`src/rtl/alu_serial_pkg.sv`:
```
// Shared types for the bit-serial ALU sequencer: opcodes, FSM states and opcode helpers.
package alu_serial_pkg;

  typedef enum logic [2:0] {
    OP_AND = 3'b000,
    OP_OR  = 3'b001,
    OP_ADD = 3'b010,
    OP_XOR = 3'b011,
    OP_ILL = 3'b100,
    OP_NOR = 3'b101,
    OP_SUB = 3'b110,
    OP_SLT = 3'b111
  } op_e;

  typedef enum logic [1:0] {
    ST_IDLE = 2'b00,
    ST_RUN  = 2'b01,
    ST_DONE = 2'b10
  } state_e;

  // Arithmetic ops take the slice sum output; logic ops take the slice result mux.
  function automatic logic is_arith(input op_e o);
    return (o == OP_ADD) || (o == OP_SUB) || (o == OP_SLT);
  endfunction

  // Subtract-style ops need carry-in of 1 on bit 0 (two's complement of B).
  function automatic logic is_sub(input op_e o);
    return (o == OP_SUB) || (o == OP_SLT);
  endfunction

endpackage

```
`src/rtl/serial_shreg.sv`:
```
// Right-shifting register with parallel load; LSB leaves first, new bits enter at the MSB.
module serial_shreg #(
  parameter int WIDTH = 32
) (
  input  logic             clk,
  input  logic             rst_n,
  input  logic             load,
  input  logic             shift_en,
  input  logic [WIDTH-1:0] load_val,
  input  logic             msb_in,
  output logic             lsb_out,
  output logic [WIDTH-1:0] q
);

  always_ff @(posedge clk or negedge rst_n) begin
    if (!rst_n) begin
      q <= '0;
    end else if (load) begin
      q <= load_val;
    end else if (shift_en) begin
      q <= {msb_in, q[WIDTH-1:1]};
    end
  end

  assign lsb_out = q[0];

endmodule

```
`src/rtl/alu_serial_ctrl.sv`:
```
// Sequencer driving a 1-bit ALU slice LSB-first for a full-width MIPS ALU op.
// Optional macro ALU_SERIAL_OVF_EN adds an overflow output and a signed-correct SLT.
module alu_serial_ctrl
  import alu_serial_pkg::*;
#(
  parameter int WIDTH = 32
) (
  input  logic             clk,
  input  logic             rst_n,
  input  logic             start,
  input  logic [WIDTH-1:0] a,
  input  logic [WIDTH-1:0] b,
  input  logic [2:0]       op,
  output logic             ready,
  output logic             done,
  output logic [WIDTH-1:0] result,
  output logic             zero,
  output logic             illegal,
  output logic             slice_a,
  output logic             slice_b,
  output logic             slice_cin,
  output logic             slice_slt_in,
  output logic [2:0]       slice_op,
  input  logic             slice_s,
  input  logic             slice_cout,
  input  logic             slice_result
`ifdef ALU_SERIAL_OVF_EN
  ,
  output logic             overflow
`endif
);

  localparam int CNT_W = (WIDTH > 1) ? $clog2(WIDTH) : 1;
  localparam logic [CNT_W-1:0] LAST_BIT = CNT_W'(WIDTH - 1);

  state_e           state_q;
  op_e              op_q;
  logic [CNT_W-1:0] cnt_q;
  logic             carry_q;

  logic             run;
  logic             accept;
  logic             a_lsb;
  logic             b_lsb;
  logic [WIDTH-1:0] acc_q;
  logic [WIDTH-1:0] a_unused;
  logic [WIDTH-1:0] b_unused;
  logic             acc_lsb_unused;
  logic             cap_bit;
  logic             ovf_bit;
  logic             set_bit;
  logic [WIDTH-1:0] final_res;

  assign run    = (state_q == ST_RUN);
  assign accept = (state_q == ST_IDLE) && start;

  serial_shreg #(.WIDTH(WIDTH)) u_a_sr (
    .clk      (clk),
    .rst_n    (rst_n),
    .load     (accept),
    .shift_en (run),
    .load_val (a),
    .msb_in   (1'b0),
    .lsb_out  (a_lsb),
    .q        (a_unused)
  );

  serial_shreg #(.WIDTH(WIDTH)) u_b_sr (
    .clk      (clk),
    .rst_n    (rst_n),
    .load     (accept),
    .shift_en (run),
    .load_val (b),
    .msb_in   (1'b0),
    .lsb_out  (b_lsb),
    .q        (b_unused)
  );

  serial_shreg #(.WIDTH(WIDTH)) u_res_sr (
    .clk      (clk),
    .rst_n    (rst_n),
    .load     (accept),
    .shift_en (run),
    .load_val ('0),
    .msb_in   (cap_bit),
    .lsb_out  (acc_lsb_unused),
    .q        (acc_q)
  );

  // Slice inputs are quiet outside RUN so the slice sees reset values in IDLE/DONE.
  always_comb begin
    slice_a   = 1'b0;
    slice_b   = 1'b0;
    slice_cin = 1'b0;
    slice_op  = 3'b000;
    if (run) begin
      slice_a   = a_lsb;
      slice_b   = b_lsb;
      slice_cin = (cnt_q == '0) ? is_sub(op_q) : carry_q;
      slice_op  = (op_q == OP_SUB) ? 3'b111 : 3'(op_q);
    end
  end

  assign slice_slt_in = 1'b0;

  // The last slice bit is still combinational at the DONE edge, so splice it in directly.
  assign cap_bit = is_arith(op_q) ? slice_s : slice_result;
  assign ovf_bit = slice_cin ^ slice_cout;
`ifdef ALU_SERIAL_OVF_EN
  assign set_bit = slice_s ^ ovf_bit;
`else
  assign set_bit = slice_s;
`endif
  assign final_res = (op_q == OP_SLT) ? {{(WIDTH-1){1'b0}}, set_bit}
                                      : {cap_bit, acc_q[WIDTH-1:1]};

  always_ff @(posedge clk or negedge rst_n) begin
    if (!rst_n) begin
      state_q  <= ST_IDLE;
      op_q     <= OP_AND;
      cnt_q    <= '0;
      carry_q  <= 1'b0;
      ready    <= 1'b1;
      done     <= 1'b0;
      result   <= '0;
      zero     <= 1'b1;
      illegal  <= 1'b0;
`ifdef ALU_SERIAL_OVF_EN
      overflow <= 1'b0;
`endif
    end else begin
      case (state_q)
        ST_IDLE: begin
          done <= 1'b0;
          if (start) begin
            op_q    <= op_e'(op);
            cnt_q   <= '0;
            carry_q <= 1'b0;
            ready   <= 1'b0;
            if (op_e'(op) == OP_ILL) begin
              state_q  <= ST_DONE;
              done     <= 1'b1;
              result   <= '0;
              zero     <= 1'b1;
              illegal  <= 1'b1;
`ifdef ALU_SERIAL_OVF_EN
              overflow <= 1'b0;
`endif
            end else begin
              state_q <= ST_RUN;
            end
          end
        end
        ST_RUN: begin
          carry_q <= slice_cout;
          cnt_q   <= cnt_q + 1'b1;
          if (cnt_q == LAST_BIT) begin
            state_q  <= ST_DONE;
            done     <= 1'b1;
            result   <= final_res;
            zero     <= (final_res == '0);
            illegal  <= 1'b0;
`ifdef ALU_SERIAL_OVF_EN
            overflow <= ((op_q == OP_ADD) || (op_q == OP_SUB)) ? ovf_bit : 1'b0;
`endif
          end
        end
        ST_DONE: begin
          state_q <= ST_IDLE;
          done    <= 1'b0;
          ready   <= 1'b1;
        end
        default: begin
          state_q <= ST_IDLE;
          done    <= 1'b0;
          ready   <= 1'b1;
        end
      endcase
    end
  end

endmodule
```
`config.mk`:
```
export PLATFORM = sky130hd
export DESIGN_NAME = alu_serial_ctrl
export DESIGN_NICKNAME = d
export VERILOG_FILES = /design/src/rtl/alu_serial_pkg.sv /design/src/rtl/serial_shreg.sv /design/src/rtl/alu_serial_ctrl.sv
export SDC_FILE = /design/constraint.sdc
export NUM_CORES = 1
export LEC_CHECK = 0
export CORE_MARGIN = 2
export CORE_UTILIZATION = 39
export CTS_CLUSTER_DIAMETER = 40
export DETAILED_ROUTE_END_ITERATION = 7
export REMOVE_ABC_BUFFERS = 1
export SYNTH_ARGS = -nofsm -noshare
export SYNTH_HDL_FRONTEND = slang
export SYNTH_HIERARCHICAL = 1
export SYNTH_SLANG_ARGS = --single-unit
```
`constraint.sdc`:
```
create_clock -name clk -period 2.05 [get_ports clk]
set_input_delay 0.41 -clock clk [delete_from_list [all_inputs] [get_ports clk]]
set_output_delay 0.41 -clock clk [all_outputs]
set_load 0.1 [all_outputs]
```
==> impl_metrics.env, run 1 <==
export IMPL_swShare_pct=36.4
export IMPL_utilization_pct=53.9
export IMPL_cts_tree="yes"
export IMPL_rsz0062_at_grt="yes"
export IMPL_core_um2=16500
export IMPL_timing_hold_ws_ps=448
export IMPL_drtAntennaViolNets=0
export IMPL_placed_cell_area_um2=7970
export IMPL_num_antenna_cells=0
export IMPL_place_inst=922
export IMPL_synth_cells=576
export IMPL_syn_cell_area_um2=6540
export IMPL_cts_sinks=142
export IMPL_antenna_found_initial=0
export IMPL_hold_viol=0
export IMPL_track_usage_pct=16.1
export IMPL_worstPathMaxFanout=3
export IMPL_start_util_pct=39.7
export IMPL_switching_power_mw=4.94
export IMPL_power_mw=13.6
export IMPL_maxCapViolCount=0
export IMPL_root_buffer="clkbuf_16"
export IMPL_critPathLaunchType="flip-flop"
export IMPL_dr_pass1_iters=4
export IMPL_dieWidth_um=133
export IMPL_cp_data_required_time_ps=1640
export IMPL_cp_arrival_ps=1740
export IMPL_cp_end_kind="output port"
export IMPL_drtIter0Drc=235
export IMPL_pwr_share_clk_pct=24.4
export IMPL_finalWirelength_mm=14.4
export IMPL_p_leak_nw=4.16
export IMPL_grt_pass1_vias=4735
export IMPL_clkTransAtPathRegs_ps=60
export IMPL_synth_area_per_cell_um2=11.3
export IMPL_skew_ps=11.0
export IMPL_yosys_warnings=6
export IMPL_io_pins=116
export IMPL_pre_cts_slack_ps=-53.1
export IMPL_setup_tns_ps=-99.3
export IMPL_grt_start_max_net_pins=64
export IMPL_finalNonFillerCells=971
export IMPL_layout_nets=814
export IMPL_place_congestion=0.801
export IMPL_worst_pin_slew_ps=557
export IMPL_overflow=0
export IMPL_power_frac_comb_pct=40.9
export IMPL_finalCritPeriodShare_pct=105
export IMPL_setup_ws_ps=-99.3
export IMPL_clock_latency_ps=420
export IMPL_drv_slew=0
export IMPL_h_tree_depth=4
export IMPL_finalSetupViolations=1
export IMPL_cts_buffers=17
export IMPL_wl_per_cell_um=14.8
export IMPL_p_per_area_nw_per_um2=1530
export IMPL_drc=0
export IMPL_areaGrowthSynthToFinish_pct=35.8
export IMPL_fmax_mhz=465
export IMPL_clockBufferDepth=2
export IMPL_p_int_mw=8.62
export IMPL_maxSlewHeadroom_pct=62.8
export IMPL_violations="setup timing"
export IMPL_floorplan_die_area_um2=17800
export IMPL_vias=4685
export IMPL_drive_above_1_share_pct=18.6
export IMPL_hold_class="input port to asynchronous set/reset pin"
export IMPL_min_period_ps=2150
export IMPL_ir_drop_mv=1.01
export IMPL_vias_per_cell=4.82
export IMPL_rows=47
export IMPL_status="complete, but fails checks"
export IMPL_die_h_um=133
export IMPL_fin_area_um2=8870
export IMPL_seqPwrFrac_pct=34.7
export IMPL_grt_pass1_wl_mm=23.2
export IMPL_dpl_hpwl_mm=9.12
export IMPL_port_buffers=114
export IMPL_timing_worst_setup_path_type="flip-flop to output port"
## routing by layer
metal / up-vias / routed length, um / GRT usage [%]
li1: 2328 / - / -
met5: - / 0 / 0
met4: 0 / 211 / 5.50
met2: 108 / 6940 / 25.7
met1: 2234 / 6610 / 21.7
met3: 15 / 631 / 4.07
## path summary, 6_finish.rpt
check	from	endpoint	slack, ps	cells after the start
worst max-delay path	cnt_q[0]	slice_cin	-100	6
worst min-delay path	rst_n	carry_q	450	2
worst max register to register	cnt_q[0]	result[13]	60	8
max in group asynchronous	rst_n	ready	950	3
min in group clk	result[31]	result[31]	480	1
worst min register to register	result[31]	result[31]	480	1
## placed cells by master, fill, tap and decap left out, types with 3 or more instances in the layout
cell type / instances
nor4_1: 6
nor2_1: 4
dfrtp_1: 139
clkinv_2: 4
o21ai_0: 13
and2_4: 3
clkdlybuf4s50_1: 71
mux2i_1: 98
o21ai_1: 83
bufinv_16: 5
buf_12: 19
inv_1: 6
o21ai_2: 6
buf_4: 55
clkbuf_1: 3
nand2_1: 102
clkbuf_16: 20
a22o_1: 33
conb_1: 34
## registers in the layout, indices dropped and copies added (netlist names)
name        count
illegal         1
cnt_q           5
state_q         2
zero            1
op_q            3
u_b_sr/q       32
u_a_sr/q       32
carry_q         1
done            1
ready           1
result         32
u_res_sr/q     31
## layout make-up
cell class | instances | area, um^2
Fill cell | 1454 | 7590
Clock inverter | 12 | 194
Clock buffer | 20 | 437
Tap cell | 220 | 275
Timing Repair Buffer | 151 | 1610
Sequential cell | 142 | 3560
Multi-Input combinational cell | 417 | 2760
Inverter | 9 | 38.8
## power groups by stage
stage / registers, mW / clock network (mW) / logic, mW
6_report: 4.70 / 3.31 / 5.55
5_1_grt: 4.85 / 3.52 / 6.07
4_1_cts: 4.69 / 3.38 / 5.32
3_5_place_dp: 4.73 / 0 / 5.17
3_3_place_gp: 4.69 / 0 / 5.03
2_1_floorplan: 4.59 / 0 / 3.16
## what timing repair did
action,in CTS,in global routing
cloned,0,5
endpoints found under the hold margin,30,0
hold buffers,1,0
gates resized for setup,8,11
buffers inserted,5,6
endpoints found under the setup margin,35,36
pin swaps,8,2
## critical path: stages, from the launching register on
cell and delay [ps]:
dfrtp_1 400, inv_1 70, ha_1 150, nor4b_4 200, mux2i_1 260, nor2_2 70, buf_12 170
Power figures use the tool's default switching activity.
==> run 2: changes to the inputs <==
--- a/config.mk
+++ b/config.mk
@@ -9,6 +9,7 @@
 export CORE_UTILIZATION = 39
 export CTS_CLUSTER_DIAMETER = 40
 export DETAILED_ROUTE_END_ITERATION = 7
+export GPL_TIMING_DRIVEN = 0
 export REMOVE_ABC_BUFFERS = 1
 export SYNTH_ARGS = -nofsm -noshare
 export SYNTH_HDL_FRONTEND = slang
==> impl_metrics.env, run 2 (synthesis gave the netlist of run 1 again) <==
export IMPL_cts_sinks=142
export IMPL_timing_worst_setup_path_type="flip-flop to output port"
export IMPL_core_um2=16500
export IMPL_rows=47
export IMPL_maxSlewHeadroom_pct=36.5
export IMPL_power_mw=13.5
export IMPL_switching_power_mw=4.99
export IMPL_finalWirelength_mm=14.4
export IMPL_critPathLaunchType="flip-flop"
export IMPL_power_frac_comb_pct=40.0
export IMPL_place_inst=911
export IMPL_track_usage_pct=16.8
export IMPL_grt_start_max_net_pins=75
export IMPL_swShare_pct=37.0
export IMPL_ir_drop_mv=1.08
export IMPL_layout_nets=811
export IMPL_timing_hold_ws_ps=3.14
export IMPL_maxCapViolCount=0
export IMPL_worst_pin_slew_ps=956
export IMPL_drv_slew=0
export IMPL_p_leak_nw=4.09
export IMPL_cts_buffers=17
export IMPL_die_h_um=133
export IMPL_drc=0
export IMPL_pre_cts_slack_ps=-1020
export IMPL_hold_class="input port to asynchronous set/reset pin"
export IMPL_finalCritPeriodShare_pct=106
export IMPL_cts_hold_buffers=0
export IMPL_cp_arrival_ps=1750
export IMPL_fmax_mhz=462
export IMPL_io_pins=116
export IMPL_worstPathMaxFanout=3
export IMPL_dieWidth_um=133
export IMPL_setup_ws_ps=-113
export IMPL_vias=4683
export IMPL_floorplan_die_area_um2=17800
export IMPL_place_congestion=0.757
export IMPL_root_buffer="clkbuf_16"
export IMPL_finalSetupViolations=9
export IMPL_cp_data_required_time_ps=1640
export IMPL_p_per_area_nw_per_um2=1520
export IMPL_grt_pass1_vias=4647
export IMPL_skew_ps=6.28
export IMPL_drtAntennaViolNets=0
export IMPL_cp_end_kind="output port"
export IMPL_finalNonFillerCells=967
export IMPL_clock_latency_ps=410
export IMPL_vias_per_cell=4.84
export IMPL_seqPwrFrac_pct=34.9
export IMPL_reg_top3="result (32), u_a_sr/q (32), u_b_sr/q (32)"
export IMPL_grt_pass1_wl_mm=23.8
export IMPL_areaGrowthSynthToFinish_pct=35.3
export IMPL_rsz0062_at_grt="yes"
export IMPL_overflow=0
export IMPL_layout_cells_most_common="dfrtp_1"
export IMPL_pwr_share_clk_pct=25.0
export IMPL_dr_pass1_iters=4
export IMPL_antenna_found_initial=0
export IMPL_port_buffers=114
export IMPL_dpl_hpwl_mm=8.48
export IMPL_layout_common_cells="dfrtp_1 (138), nand2_1 (102), mux2i_1 (98), o21ai_1 (83), clkdlybuf4s50_1 (71)"
export IMPL_wl_per_cell_um=14.9
export IMPL_drtIter0Drc=199
export IMPL_clkTransAtPathRegs_ps=60
export IMPL_hold_viol=0
export IMPL_cts_tree="yes"
export IMPL_p_int_mw=8.48
export IMPL_start_util_pct=39.7
export IMPL_h_tree_depth=4
export IMPL_violations="setup timing"
export IMPL_num_antenna_cells=0
export IMPL_min_period_ps=2160
export IMPL_drive_above_1_share_pct=16.9
export IMPL_clockBufferDepth=2
export IMPL_status="complete, but fails checks"
[run 2: changes by cell type in the layout (fill, tap and decap cells not counted), moves of 3 or more]
cell             delta
buf_6               +4
buf_8               +7
buf_4              -39
and2_4              -3
clkbuf_16           -3
clkdlybuf4s15_1    +13
buf_12             -12
and2_1              +3
clkdlybuf4s15_2     +8
clkbuf_2           +15
buf_16              +3
[run 2: worst paths after layout]
| kind | startpoint | end | slack (ps) | depth (start not counted) |
|---|---|---|---|---|
| max | cnt_q[0] | slice_cin | -110 | 6 |
| min | rst_n | illegal | 3 | 1 |
| max reg2reg | cnt_q[0] | result[24] | -30 | 10 |
| min reg2reg | zero | zero | 480 | 2 |
| max in group asynchronous | rst_n | zero | 1240 | 2 |
| min in group clk | zero | zero | 480 | 2 |
[run 2: layout make-up]
type	count	area, um^2
Clock buffer	20	457
Clock inverter	11	189
Fill cell	1421	7620
Inverter	9	52.6
Multi-Input combinational cell	417	2770
Sequential cell	142	3560
Tap cell	220	275
Timing Repair Buffer	146	1520
Timing Repair inverter	2	17.5
[run 2: metrics by stage]
| stage | util (%) | instance area (um^2) | TNS (ps) |
|---|---|---|---|
| after floorplan | - | 6270 | -563360 |
| after global placement | 46.7 | 7680 | -1595140 |
| after detailed placement | 47.9 | 7880 | -42920 |
| after CTS | 53.5 | 8820 | -136 |
| after global routing | 53.7 | 8840 | -804 |
| final | 53.7 | 8840 | -276 |
[run 2: power by group through the flow]
stage                     registers, mW  clock network (mW)  logic, mW
after global routing               4.86                3.59       5.93
after floorplan                    4.59                   0       3.16
after global placement             4.66                   0       3.61
after detailed placement           4.72                   0       4.80
after CTS                          4.72                3.45       5.29
final                              4.71                3.37       5.39
[run 2: timing repair]
| action | in CTS | in global routing |
|---|---|---|
| gates resized for setup | 135 | 34 |
| pin swaps | 2 | 2 |
| cloned | 5 | 0 |
| endpoints found under the setup margin | 122 | 71 |
| buffers inserted | 12 | 9 |
[run 2: critical path, stage by stage (launching register included)]
cell and delay (ps):
dfrtp_1 410, inv_2 100, ha_4 130, nor4b_4 210
mux2i_1 110, nor2_1 150, buf_6 250
[run 2: layer usage]
layer	up-vias	global-route usage [%]	wire, um
li1	2325	-	-
met3	8	4.98	713
met1	2248	22.7	6680
met2	102	26.9	6880
met5	-	0	0
met4	0	4.02	117
==> run 3: changes to the inputs <==
--- a/config.mk
+++ b/config.mk
@@ -10,8 +10,10 @@
 export CTS_CLUSTER_DIAMETER = 40
 export DETAILED_ROUTE_END_ITERATION = 7
 export GPL_TIMING_DRIVEN = 0
+export MAX_ROUTING_LAYER = met4
 export REMOVE_ABC_BUFFERS = 1
 export SYNTH_ARGS = -nofsm -noshare
 export SYNTH_HDL_FRONTEND = slang
 export SYNTH_HIERARCHICAL = 1
 export SYNTH_SLANG_ARGS = --single-unit
+export TNS_END_PERCENT = 20
==> impl_metrics.env, run 3 (synthesis gave the netlist of run 1 again) <==
export IMPL_status="complete, but fails checks"
export IMPL_violations="setup timing"
export IMPL_clockBufferDepth=2
export IMPL_skew_ps=6.11
export IMPL_track_usage_pct=17.4
export IMPL_p_leak_nw=4.08
export IMPL_root_buffer="clkbuf_16"
export IMPL_critPathLaunchType="flip-flop"
export IMPL_drtAntennaViolNets=0
export IMPL_reg2regPathDepth=10
export IMPL_worst_pin_slew_ps=957
export IMPL_placed_cell_area_um2=7880
export IMPL_clock_latency_ps=410
export IMPL_fillers=1424
export IMPL_grt_start_max_net_pins=75
export IMPL_crit_slowest_cell="dfrtp_1"
export IMPL_drv_slew=0
export IMPL_overflow=0
export IMPL_layout_cells_most_common="dfrtp_1"
export IMPL_maxCapViolCount=0
export IMPL_clkTransAtPathRegs_ps=60
export IMPL_io_pins=116
export IMPL_r2r_end="result[18]"
export IMPL_hold_class="input port to asynchronous set/reset pin"
export IMPL_num_antenna_cells=0
export IMPL_vias_per_cell=4.84
export IMPL_finalSetupViolations=22
export IMPL_dpl_hpwl_mm=8.48
export IMPL_h_tree_depth=4
export IMPL_rsz0062_at_grt="yes"
export IMPL_antenna_found_initial=0
export IMPL_fin_area_um2=8840
export IMPL_cp_endpoint="slice_cin"
export IMPL_dieWidth_um=133
export IMPL_drc=0
export IMPL_timing_worst_setup_path_type="flip-flop to output port"
export IMPL_routed_top_layer="met4"
export IMPL_place_congestion=0.767
export IMPL_met3WireLength_um=707
export IMPL_cp_data_required_time_ps=1640
export IMPL_path_cells="inv_2, ha_4, nor4b_4, mux2i_1, nor2_1, buf_6"
export IMPL_port_buffers=114
export IMPL_regToRegStartpoint="cnt_q[0]"
export IMPL_crit_buf_inv=2
export IMPL_utilization_pct=53.7
export IMPL_setup_ws_ps=-108
export IMPL_maxSlewHeadroom_pct=36.5
export IMPL_start_util_pct=39.7
export IMPL_core_um2=16500
export IMPL_floorplan_die_area_um2=17800
export IMPL_cp_end_kind="output port"
export IMPL_worst_path_largest_cell_delay_ps=410
export IMPL_drtIter0Drc=197
export IMPL_layout_common_cells="dfrtp_1 (138), nand2_1 (101), mux2i_1 (98), o21ai_1 (83), clkdlybuf4s50_1 (71)"
export IMPL_drt_met1_wl_mm=6.57
export IMPL_dr_pass1_iters=5
export IMPL_die_h_um=133
export IMPL_fmax_mhz=463
export IMPL_cp_arrival_ps=1750
export IMPL_wl_per_cell_um=14.8
export IMPL_cts_buffers=17
export IMPL_areaGrowthSynthToFinish_pct=35.2
export IMPL_startpoint="cnt_q[0]"
export IMPL_route_met2_wl_mm=6.89
export IMPL_cp_depth=6
export IMPL_grt_pass1_vias=4636
export IMPL_layout_nets=807
export IMPL_finalCritPeriodShare_pct=105
export IMPL_grt_pass1_wl_mm=23.8
export IMPL_p_per_area_nw_per_um2=1530
export IMPL_finalWirelength_mm=14.3
export IMPL_ir_drop_mv=1.04
export IMPL_cts_tree="yes"
export IMPL_cts_sinks=142
export IMPL_hold_viol=0
export IMPL_drive_above_1_share_pct=16.8
export IMPL_reg_top3="result (32), u_a_sr/q (32), u_b_sr/q (32)"
export IMPL_r2r_slack_ps=-40
export IMPL_min_period_ps=2160
export IMPL_cp_top_family="flip-flops"
export IMPL_vias=4662
export IMPL_worstPathMaxFanout=3
export IMPL_rows=47
## run 3: cell count changes in the layout (fill, tap and decap cells not counted), sizes merged
| cell | change |
|---|---|
| buf | -4 |
| clkdlybuf4s15 | -1 |
| clkinv | +1 |
| inv | -1 |
| clkbuf | +1 |
## run 3: per-stage QoR
step / hold WS (ps) / setup slack (ps) / total power [mW] / instances / setup TNS [ps]
2_1_floorplan: 114 / -4780 / 7.76 / 567 / -563360
3_3_place_gp: 464 / -7460 / 8.27 / 901 / -1595140
3_5_place_dp: 469 / -1020 / 9.52 / 911 / -42920
4_1_cts: 29.4 / -136 / 13.5 / 959 / -136
5_1_grt: 58.2 / -202 / 14.4 / 963 / -1900
6_report: 10.6 / -108 / 13.5 / 963 / -558
## run 3: worst min path at each step
stage,slack (ps),from,cells after the start,endpoint
2_1_floorplan,110,rst_n,0,carry_q
3_3_place_gp,460,result[31],1,result[31]
3_5_place_dp,470,zero,2,zero
4_1_cts,30,rst_n,1,illegal
5_1_grt,60,rst_n,1,illegal
6_report,10,rst_n,1,illegal
## run 3: layer usage
metal  vias up  track usage [%]
met5         -                -
met4         0             4.20
met3         8             4.76
met2       113             26.8
met1      2225             23.0
li1       2316                -
## run 3: layout make-up
type                    instances  area (um^2)  share of cell area, %
repair buffers                142         1510                   17.1
clock inverters                11          189                   2.14
clock buffers                  20          457                   5.17
inverters                       9         55.1                  0.623
flip-flops and latches        142         3560                   40.3
multi-input cells             417         2780                   31.4
repair inverters                2         17.5                  0.198
well taps                     220          275                   3.11
## run 3: power by group
| part | internal [mW] | total (mW) | leakage (nW) | switching (mW) |
|---|---|---|---|---|
| Combinational | 2.43 | 5.42 | 1.97 | 2.99 |
| Sequential | 3.88 | 4.72 | 1.80 | 0.839 |
| Clock | 2.21 | 3.37 | 0.312 | 1.16 |
## run 3: repair_timing
item | 4_1_cts | 5_1_grt
gates resized for setup | 135 | 42
endpoints found under the setup margin | 122 | 71
pin swaps | 2 | 2
hold buffers | 0 | 0
buffers inserted | 12 | 4
gates cloned | 5 | 0
